==> src/rtl/axilite2wbm_pkg.sv <==
// axilite2wbm shared definitions.
// FSM encoding and AXI response codes.
package axilite2wbm_pkg;

  localparam int DW = 32;

  localparam logic [1:0] AXI_RESP_OKAY   = 2'b00;
  localparam logic [1:0] AXI_RESP_SLVERR = 2'b10;

  typedef enum logic [2:0] {
    ST_IDLE,
    ST_WB_STB,
    ST_WB_WAIT,
    ST_B_RESP,
    ST_R_RESP
  } state_e;

endpackage

==> src/rtl/axilite2wbm.sv <==
// AXI4-Lite slave to pipelined Wishbone master bridge.
// One transaction in flight; WB err or timeout answers SLVERR.
module axilite2wbm
  import axilite2wbm_pkg::*;
#(
  parameter int C_AXI_ADDR_WIDTH = 28,
  parameter int LGTIMEOUT        = 10
) (
  input  logic                        i_clk,
  input  logic                        i_reset,
  input  logic                        i_axi_awvalid,
  output logic                        o_axi_awready,
  input  logic [C_AXI_ADDR_WIDTH-1:0] i_axi_awaddr,
  input  logic [2:0]                  i_axi_awprot,
  input  logic                        i_axi_wvalid,
  output logic                        o_axi_wready,
  input  logic [DW-1:0]               i_axi_wdata,
  input  logic [DW/8-1:0]             i_axi_wstrb,
  output logic                        o_axi_bvalid,
  input  logic                        i_axi_bready,
  output logic [1:0]                  o_axi_bresp,
  input  logic                        i_axi_arvalid,
  output logic                        o_axi_arready,
  input  logic [C_AXI_ADDR_WIDTH-1:0] i_axi_araddr,
  input  logic [2:0]                  i_axi_arprot,
  output logic                        o_axi_rvalid,
  input  logic                        i_axi_rready,
  output logic [DW-1:0]               o_axi_rdata,
  output logic [1:0]                  o_axi_rresp,
  output logic                        o_wb_cyc,
  output logic                        o_wb_stb,
  output logic                        o_wb_we,
  output logic [C_AXI_ADDR_WIDTH-3:0] o_wb_addr,
  output logic [DW-1:0]               o_wb_data,
  output logic [DW/8-1:0]             o_wb_sel,
  input  logic                        i_wb_stall,
  input  logic                        i_wb_ack,
  input  logic                        i_wb_err,
  input  logic [DW-1:0]               i_wb_data
);

  localparam int AW = C_AXI_ADDR_WIDTH - 2;
  localparam int TW = (LGTIMEOUT > 0) ? LGTIMEOUT : 1;
  localparam bit TO_EN = (LGTIMEOUT > 0);
  // Last count value before the timeout fires.
  localparam logic [TW-1:0] TLAST =
    TW'((64'd1 << TW) - 64'd2);

  state_e            state_q, state_d;
  logic              cyc_q, cyc_d;
  logic              stb_q, stb_d;
  logic              we_q, we_d;
  logic [AW-1:0]     addr_q, addr_d;
  logic [DW-1:0]     data_q, data_d;
  logic [DW/8-1:0]   sel_q, sel_d;
  logic              bvalid_q, bvalid_d;
  logic              rvalid_q, rvalid_d;
  logic [1:0]        resp_q, resp_d;
  logic [DW-1:0]     rdata_q, rdata_d;
  logic [TW-1:0]     cnt_q, cnt_d;
  logic              lww_q, lww_d;

  logic wr_pend;
  logic wb_hit;
  logic wb_to;

  // Protection bits and byte-lane address bits carry no meaning on WB.
  logic unused_ok;
  assign unused_ok = ^{i_axi_awprot, i_axi_arprot,
                       i_axi_awaddr[1:0], i_axi_araddr[1:0]};

  assign wr_pend = i_axi_awvalid && i_axi_wvalid;

  // Next-state, handshake and WB/AXI output computation.
  always_comb begin
    state_d  = state_q;
    cyc_d    = cyc_q;
    stb_d    = stb_q;
    we_d     = we_q;
    addr_d   = addr_q;
    data_d   = data_q;
    sel_d    = sel_q;
    bvalid_d = bvalid_q;
    rvalid_d = rvalid_q;
    resp_d   = resp_q;
    rdata_d  = rdata_q;
    cnt_d    = cnt_q;
    lww_d    = lww_q;
    o_axi_awready = 1'b0;
    o_axi_wready  = 1'b0;
    o_axi_arready = 1'b0;
    wb_hit = 1'b0;
    wb_to  = 1'b0;
    unique case (state_q)
      ST_IDLE: begin
        if (!i_reset) begin
          o_axi_arready = !wr_pend || lww_q;
          o_axi_awready = wr_pend &&
            !(i_axi_arvalid && o_axi_arready);
          o_axi_wready  = o_axi_awready;
          if (o_axi_awready) begin
            addr_d  = i_axi_awaddr[AW+1:2];
            data_d  = i_axi_wdata;
            sel_d   = i_axi_wstrb;
            we_d    = 1'b1;
            lww_d   = 1'b1;
            cyc_d   = 1'b1;
            stb_d   = 1'b1;
            cnt_d   = '0;
            state_d = ST_WB_STB;
          end else if (i_axi_arvalid) begin
            addr_d  = i_axi_araddr[AW+1:2];
            sel_d   = '1;
            we_d    = 1'b0;
            lww_d   = 1'b0;
            cyc_d   = 1'b1;
            stb_d   = 1'b1;
            cnt_d   = '0;
            state_d = ST_WB_STB;
          end
        end
      end
      ST_WB_STB, ST_WB_WAIT: begin
        if (TO_EN) cnt_d = cnt_q + 1'b1;
        if (state_q == ST_WB_STB && !i_wb_stall) begin
          stb_d   = 1'b0;
          state_d = ST_WB_WAIT;
        end
        wb_hit = (i_wb_ack || i_wb_err) &&
          (state_q == ST_WB_WAIT || !i_wb_stall);
        wb_to = TO_EN && (cnt_q == TLAST);
        if (wb_hit || wb_to) begin
          cyc_d    = 1'b0;
          stb_d    = 1'b0;
          bvalid_d = we_q;
          rvalid_d = !we_q;
          resp_d   = (!wb_hit || i_wb_err) ?
            AXI_RESP_SLVERR : AXI_RESP_OKAY;
          if (!we_q) rdata_d = wb_hit ? i_wb_data : '0;
          state_d  = we_q ? ST_B_RESP : ST_R_RESP;
        end
      end
      ST_B_RESP: begin
        if (i_axi_bready) begin
          bvalid_d = 1'b0;
          state_d  = ST_IDLE;
        end
      end
      ST_R_RESP: begin
        if (i_axi_rready) begin
          rvalid_d = 1'b0;
          state_d  = ST_IDLE;
        end
      end
      default: state_d = ST_IDLE;
    endcase
  end

  // State and datapath registers; reset aborts any WB cycle at once.
  always_ff @(posedge i_clk or posedge i_reset) begin
    if (i_reset) begin
      state_q  <= ST_IDLE;
      cyc_q    <= 1'b0;
      stb_q    <= 1'b0;
      we_q     <= 1'b0;
      addr_q   <= '0;
      data_q   <= '0;
      sel_q    <= '0;
      bvalid_q <= 1'b0;
      rvalid_q <= 1'b0;
      resp_q   <= AXI_RESP_OKAY;
      rdata_q  <= '0;
      cnt_q    <= '0;
      lww_q    <= 1'b0;
    end else begin
      state_q  <= state_d;
      cyc_q    <= cyc_d;
      stb_q    <= stb_d;
      we_q     <= we_d;
      addr_q   <= addr_d;
      data_q   <= data_d;
      sel_q    <= sel_d;
      bvalid_q <= bvalid_d;
      rvalid_q <= rvalid_d;
      resp_q   <= resp_d;
      rdata_q  <= rdata_d;
      cnt_q    <= cnt_d;
      lww_q    <= lww_d;
    end
  end

  assign o_wb_cyc     = cyc_q;
  assign o_wb_stb     = stb_q;
  assign o_wb_we      = we_q;
  assign o_wb_addr    = addr_q;
  assign o_wb_data    = data_q;
  assign o_wb_sel     = sel_q;
  assign o_axi_bvalid = bvalid_q;
  assign o_axi_bresp  = resp_q;
  assign o_axi_rvalid = rvalid_q;
  assign o_axi_rresp  = resp_q;
  assign o_axi_rdata  = rdata_q;

endmodule

==> config.mk <==
export PLATFORM = sky130hd
export DESIGN_NAME = axilite2wbm
export DESIGN_NICKNAME = d
export VERILOG_FILES = /design/src/rtl/axilite2wbm_pkg.sv /design/src/rtl/axilite2wbm.sv
export SDC_FILE = /design/constraint.sdc
export NUM_CORES = 1
export LEC_CHECK = 0
export BUFFER_PORTS_ARGS = -buffer_cell sky130_fd_sc_hd__buf_2
export CORE_UTILIZATION = 30
export DETAILED_ROUTE_END_ITERATION = 7
export SYNTH_ARGS = -nofsm -noshare
export SYNTH_HDL_FRONTEND = slang
export SYNTH_SLANG_ARGS = --single-unit
==> constraint.sdc <==
create_clock -name i_clk -period 3.89 [get_ports i_clk]
set_input_delay 0.5835 -clock i_clk [delete_from_list [all_inputs] [get_ports i_clk]]
set_output_delay 0.5835 -clock i_clk [all_outputs]
set_load 0.02 [all_outputs]
Yosys cells after proc, flatten, opt, wreduce, memory -nomap -nowiden --
Index checks and enable logic that the tools add are counted.
Word-level totals: logic and storage cells 96, register bits after elaboration 114, output and inout port bits 106, bits of input ports 140
Operators by class: mux-type cells 39, bitwise logic cells 2, reductions and logical operators 31, $add $sub $neg 1, eq/ne operators 11
Operators by type and width (count):
- $mux 26 | 2
- $mux 32 | 1
- $mux 10 | 3
- $mux 3 | 8
- $pmux 10 s2 | 1
- $reduce_and 3->1 | 6
- $mux 1 | 16
- $pmux 3 s4 | 1
- $add 10x1->10 const B | 1
- $eq 10x10->1 const B | 1
- $mux 4 | 2
- $ne 2x2->1 const B | 4
- $pmux 1 s2 | 4
- $reduce_and 4->1 | 2
- $reduce_bool 2->1 | 4
- $eq 3x2->1 const B | 2
- $ne 3x3->1 const B | 2
- $logic_and 1x1->1 | 5
- $logic_not 1->1 | 5
- $logic_or 1x1->1 | 5
- $reduce_and 5->1 | 1
- $eq 3x1->1 const B | 1
- $eq 3x3->1 const B | 1
- $logic_not 3->1 | 1
- other kinds (4) | 5

Longest topological paths before layout --
Gate-level depths: netlist of the first run.
word-level depth 9, gate-level depth with buffers 8, mapped depth without buffers 6

Least setup slack after synthesis of the first run --
OpenSTA, ideal clock, no wires.
path kind input to output, from input i_reset, to output o_axi_wready, cell stages on the path 6, data required time 3306 ps, data arrival time 1864 ps, path buffers 3, setup slack 1443 ps, path through or4_4 or2_1 buf_6 buf_6 inv_1 buf_4
On the way: cells in the longest elaborated chain, start to end 2
RTL lines:
- from (decl) | line axilite2wbm.sv:10 | input logic i_reset,
- $mux 1 (2 in series)
- to (decl) | line axilite2wbm.sv:16 | output logic o_axi_wready,
Every way passes these cells.

Worst setup path after layout of the first run --
from register state_q[2], to output o_axi_wready
On the way: cells in the longest elaborated chain, start to end 2
RTL lines:
- from (decl) | line axilite2wbm.sv:49 | state_e state_q, state_d;
- from (signal assigned) | line axilite2wbm.sv:176 | state_q <= state_d;
- $logic_not 3->1 | line axilite2wbm.sv:94 | unique case (state_q)
- $mux 1 | line axilite2wbm.sv:94
Every way passes these cells.

==> metrics.yaml, run 1 <==
cts:
  htree_num_levels: 4
  cts_max_path_buffers: 2
  clock_sinks: 113
  post-cts-setup-buffers: 0
  numCtsBuffers: 17
  cts_tree: "done"
  cts_resized: 0
  holdBufCountCts: 0
  clk_latency_ns: 0.40
  cts.clk_slew.worst_paths_ns: 0.06
  cts_root_buf: "clkbuf_16"
setup_path:
  critical_path_class: "flip-flop to output port"
  worstSetupEndpointType: "output port"
  arrival_ns: 2.32
  path_max_fanout: 18
  required_ns: 3.31
  startpoint_type: "flip-flop"
  r2r_setup_slack_ns: 1.42
global_route:
  antenna_found_initial: 0
  grt_usage: 0.149
  grt_overflow: 0
  grt_max_degree: 68
  grt_pass1_vias: 3791
  grt_pass1_wl_um: 18900
placement:
  numPortBuffers: 233
  placed_area_um2: 6190
  gp_congestion: 0.747
  hpwlAfterDp_um: 8980
synthesis:
  syn_inst: 391
  synth-seq-cells: 113
  ys.flop_type: "dfrtp_1"
  synthArstFlopShare: 1.00
  syn_area_um2: 4860
  synth-edff-count: 0
  ys_seq_area_frac: 0.581
  yosysWarnings: 0
  syn_area_per_cell_um2: 12.4
  synth.distinct_cells: 43
status:
  status: "finished clean"
floorplanning:
  ios: 246
  die-area_um2: 16700
  floorplan.die.width_um: 129
  rows: 46
  fp.coreArea_um2: 15900
  initial_core_util: 0.306
  die_h_um: 129
final_layout:
  final_nets: 762
  layout_common_cells: "233 x buf_2, 113 x dfrtp_1, 36 x a21oi_1"
  stdcell_area_um2: 6800
  layout-drive-gt1-share: 0.496
  n_antenna_cell: 0
  area_growth_pct: 39.8
  final_common_cell: "buf_2"
  fin_util: 0.428
timing:
  tightest_slew_ns: 1.07
  final-setup-viol-count: 0
  hold_viol_final: 0
  fin_crit_ns: 2.90
  drv_slew: 0
  relSlewSlack: 0.288
  fin_crit_sh: 0.746
  setup-tns-final_ns: 0
  fmax_mhz: 344
  final.setup_skew_ns: 0.00897
  rsz0062_at_grt: "no"
min_path:
  min_path_type: "input port to async pin"
drt:
  wl_per_cell_um: 14.6
  vias: 3942
  drtIter0Drc: 168
  viasPerCell: 4.64
  dr.pass1.iters: 4
  detail-route-antenna-nets: 0
  wl_um: 12400
  drc: 0
power_and_ir_drop:
  p_per_area_nw_per_um2: 899
  static-leakage-power_uw: 0.00349
  irDropWorstVdd_mv: 0.463
flow_run:
  drv_cap: 0
[metal layers]
metal	GRT usage	up-vias	part of all wire
li1	-	1890	-
met1	0.180	1867	0.43
met2	0.242	174	0.48
met3	0.0541	11	0.078
met4	0.0581	0	0.012
met5	0	-	0
[synthesized netlist by cell type, types with 4 or more instances]
cell,n,area (um2)
a211o_1,4,35.0
a21oi_1,36,180
a22o_1,33,289
buf_2,13,65.1
buf_4,4,30.0
buf_6,5,56.3
clkbuf_1,7,26.3
dfrtp_1,113,2830
inv_1,9,33.8
mux2_2,18,203
mux2_4,14,210
mux2i_1,26,260
nand2_1,8,30.0
nor2_1,35,131
o21ai_0,6,30.0
o22a_1,7,61.3
o31ai_1,9,67.6
or4_1,6,45.0
[sequential cells by signal, summed over array words and instances, names as in the netlist, 3 cells and up]
register and cells:
o_wb_sel 4, o_wb_addr 26, cnt_q 10, state_q 3, o_wb_data 32, o_axi_rdata 32
[cell families (layout without fill, tap and decap cells)]
logic type,count (synthesis),count (layout),synth area share
AOI/OAI and AO/OA,104,104,0.150
buffers and inverters,39,280,0.0442
adders and majority gates,2,2,0.00514
other,1,2,0.000771
DFF,113,113,0.581
muxes,58,58,0.138
and+or+nand+nor,74,74,0.0797
[path summary, 6_finish.rpt]
path / start / end / cells past startpoint
min in group i_clk: i_axi_rready / state_q[2]$_DFFE_PP0P_ / 2
max: state_q[2]$_DFFE_PP0P_ / o_axi_wready / 4
min: i_reset / state_q[1]$_DFFE_PP0P_ / 2
min reg2reg: o_axi_rdata[2]$_DFFE_PP0P_ / o_axi_rdata[2]$_DFFE_PP0P_ / 1
max in group asynchronous: i_reset / cnt_q[1]$_DFFE_PP0P_ / 3
max reg2reg: state_q[2]$_DFFE_PP0P_ / o_wb_data[10]$_DFFE_PP0P_ / 4
[area by class of cell]
| type | count | area [um2] |
|---|---|---|
| flip-flops and latches | 113 | 2830 |
| inverters | 9 | 36.3 |
| fillers | 1528 | 9080 |
| clock buffers | 20 | 457 |
| well taps | 216 | 270 |
| repair buffers | 239 | 1210 |
| multi-input cells | 240 | 1840 |
| clock inverters | 12 | 158 |
[worst max-delay path: stages (launching register included)]
cell and delay [ns]:
dfrtp_1 0.60, or4_4 0.61, or2_2 0.44, inv_1 0.10, buf_2 0.16
[metrics by stage]
stage / hold slack (ns) / total power [uW] / setup WS, ns / cells
2_1_floorplan: 0.519 / 3730 / 0.319 / 392
3_3_place_gp: 0.479 / 4500 / 1.41 / 817
3_5_place_dp: 0.477 / 4560 / 1.41 / 817
4_1_cts: 0.223 / 6200 / 0.960 / 849
5_1_grt: 0.261 / 6510 / 0.864 / 849
6_report: 0.230 / 6110 / 0.986 / 849
[where the power goes]
part	internal [uW]	switching, uW
sequential	1730	351
clock	1040	547
combinational	992	1460
total	3760	2350
No activity file was read; power rests on OpenSTA's default activity.
==> run 2, diff against run 1 <==
ABC_AREA = 1   (was unset)
clock period = 2.5 ns   (was 3.89 ns; I/O delays follow)
==> run 2 against run 1 <==
Synthesized cell count is 34% higher. Register-to-register slack worse by 0.74 ns. Cell count is 16% higher. Design area is 2.4% higher. Die area is 1.3% higher. Via count is 8.1% higher. Critical path depth is 3 higher. Clock skew is 0.00054 ns lower. Combinational power is 59% higher. Largest power group unchanged. Highest routed layer unchanged.
==> metrics.yaml, run 2 <==
synthesis:
  synth.distinct_cells: 34  # -21%
  synth_top_cells_by_count: "195 x nand2_1, 113 x dfrtp_1, 41 x nor2_1"
  syn_area_per_cell_um2: 9.44  # -24%
  yosysTopAreaCell: "dfrtp_1"
  ys.flop_type: "dfrtp_1"
  synth-seq-cells: 113  # unchanged
  synthTopCellsByArea: "dfrtp_1 57%, nand2_1 15%, mux2_2 5.9%, a31oi_1 3.3%, nor2_1 3.1%"
  synth_top_area_share: 0.574  # -0.00753
  synthArstFlopShare: 1.00  # unchanged
  yosysWarnings: 0  # unchanged
  yosysMostFrequentCell: "nand2_1"
  ys_seq_area_frac: 0.574  # -0.00753
  synth-edff-count: 0  # unchanged
  syn_inst: 522  # +34%
  syn_area_um2: 4930  # +1.3%
global_route:
  grt_usage: 0.153  # +0.00412
  grt_max_degree: 71  # +4.4%
  grt_overflow: 0  # unchanged
  grt_pass1_vias: 4077  # +7.5%
  antenna_found_initial: 1  # +1
  grt_pass1_wl_um: 19800  # +4.7%
final_layout:
  fill_cells: 1590  # +4.1%
  final_common_cell: "buf_2"
  layout_common_cells: "233 x buf_2, 193 x nand2_1, 113 x dfrtp_1"
  layout-drive-gt1-share: 0.425  # -0.0708
  final_nets: 898  # +18%
  area_growth_pct: 41.4
placement:
  numPortBuffers: 233  # unchanged
  gp_congestion: 0.804  # +7.6%
  hpwlAfterDp_um: 9030  # +0.53%
setup_path:
  path_max_fanout: 35  # +17
  arrival_ns: 1.90  # -0.42 ns
  startpoint_type: "flip-flop"
  worstSetupEndpointType: "output port"
  required_ns: 2.12  # -1.19 ns
  critical_path_class: "flip-flop to output port"
floorplanning:
  fp.coreArea_um2: 15900  # +0.36%
  ios: 246  # unchanged
  die_h_um: 130  # +0.64%
  rows: 46  # unchanged
  die-area_um2: 16900  # +1.3%
  floorplan.die.width_um: 130  # +0.64%
  initial_core_util: 0.309  # +0.00290
timing:
  tightest_slew_ns: 0.922  # -0.146 ns
  hold_viol_final: 0  # unchanged
  relSlewSlack: 0.385  # +0.0972
  holdWs_ns: 0.167  # -0.0633 ns
  fin_crit_sh: 0.909
  final-setup-viol-count: 0  # unchanged
  drv_slew: 0  # unchanged
  final.setup_skew_ns: 0.00843  # -0.000538 ns
  rsz0062_at_grt: "no"
  fin_crit_ns: 2.27
  fmax_mhz: 440
cts:
  clk_latency_ns: 0.41  # about the same
  cts_resized: 0  # unchanged
  post-cts-setup-buffers: 0  # unchanged
  clock_sinks: 113  # unchanged
  cts_root_buf: "clkbuf_16"
  numCtsBuffers: 17  # unchanged
  cts.clk_slew.worst_paths_ns: 0.05  # about the same
  holdBufCountCts: 0  # unchanged
  htree_num_levels: 4  # unchanged
  cts_max_path_buffers: 2  # unchanged
  cts_tree: "done"
power_and_ir_drop:
  irDropWorstVdd_mv: 0.592  # +28%
  p_total_uw: 9600  # +57%
  p_per_area_nw_per_um2: 1380  # +53%
  static-leakage-power_uw: 0.00364  # +4.2%
min_path:
  min_path_type: "input port to async pin"
drt:
  wl_um: 12700  # +2.2%
  drc: 0  # unchanged
  viasPerCell: 4.32  # -6.9%
  detail-route-antenna-nets: 0  # unchanged
  vias: 4261  # +8.1%
  drtIter0Drc: 155  # -7.7%
  dr.pass1.iters: 4  # unchanged
  wl_per_cell_um: 12.8  # -12%
status:
  status: "finished clean"
flow_run:
  drv_cap: 0  # unchanged
-- run 2: cell types whose count changed in the layout (fill, tap and decap cells not counted), moves of 7 or more --
| cell | before | now |
|---|---|---|
| o31ai_1 | 9 | 0 |
| mux2_4 | 14 | 6 |
| mux2_2 | 18 | 26 |
| a21oi_1 | 36 | 2 |
| nand3_1 | 2 | 11 |
| mux2i_1 | 26 | 0 |
| o22a_1 | 7 | 0 |
| nor2_1 | 33 | 41 |
| a31oi_1 | 1 | 26 |
| a22o_1 | 33 | 0 |
| o21ai_1 | 0 | 9 |
| nand2_1 | 8 | 193 |
| inv_1 | 8 | 18 |
-- run 2: path summary, 6_finish.rpt --
kind | start | endpoint | slack (ns) | depth (start not counted)
worst max-delay path | state_q[0]$_DFFE_PP0P_ | o_axi_wready | 0.23 | 7
worst min-delay path | i_reset | lww_q$_DFFE_PP0P_ | 0.17 | 3
worst max register to register | state_q[0]$_DFFE_PP0P_ | o_wb_addr[20]$_DFFE_PP0P_ | 0.68 | 8
worst min register to register | o_axi_rdata[3]$_DFFE_PP0P_ | o_axi_rdata[3]$_DFFE_PP0P_ | 0.46 | 2
max in group asynchronous | i_reset | o_wb_data[8]$_DFFE_PP0P_ | 1.58 | 3
min in group i_clk | i_wb_data[16] | o_axi_rdata[16]$_DFFE_PP0P_ | 0.17 | 3
-- run 2: kinds of logic after synthesis --
family | synth area share
multiplexers | 0.0731
buffers and inverters | 0.0538
flip-flops | 0.574
XOR/XNOR | 0.00889
AND/OR/NAND/NOR | 0.227
other | 0.000761
adder cells (fa/ha/maj) | 0.00508
AO/OA/AOI/OAI | 0.0576
-- run 2: layer usage --
layer,global-route usage,vias to the layer above,part of all wire,wire length (um)
li1,-,2147,-,-
met1,0.183,1965,0.44,5520
met2,0.252,138,0.48,6120
met3,0.0623,11,0.069,879
met4,0.0451,0,0.011,137
met5,0,-,0,0
-- run 2: metrics by stage --
step / cell area, um2 / std cells / TNS [ns] / worst slack (ns) / utilization
CTS: 6960 / 985 / 0 / 0.202 / 0.437
global placement: 6330 / 953 / 0 / 0.666 / 0.397
global route: 6960 / 985 / 0 / 0.0862 / 0.437
detailed placement: 6330 / 953 / 0 / 0.657 / 0.397
finish: 6970 / 986 / 0 / 0.228 / 0.437
floorplan: 5020 / 523 / -35.24 / -0.673 / -
-- run 2: critical path, stage by stage (launching register included) --
cell and delay, ns:
dfrtp_1 0.43, inv_1 0.10, nand2_1 0.08, nor2_4 0.16, nand2_1 0.13, nor2_4 0.14, buf_12 0.22, buf_2 0.20
-- run 2: final cells by class --
type | count | area, um2 | area share
diodes | 1 | 2.50 | 0.000359
clock buffers | 24 | 512 | 0.0735
clock inverters | 8 | 124 | 0.0178
inverters | 26 | 106 | 0.0153
multi-input cells | 359 | 1890 | 0.271
flip-flops and latches | 113 | 2830 | 0.406
well taps | 216 | 270 | 0.0388
repair buffers | 239 | 1240 | 0.177
-- run 2: power breakdown --
part	switching, uW	total (uW)	internal, uW
combinational	2490	3890	1400
sequential	477	3160	2680
clock	833	2560	1720
total	3800	9600	5800
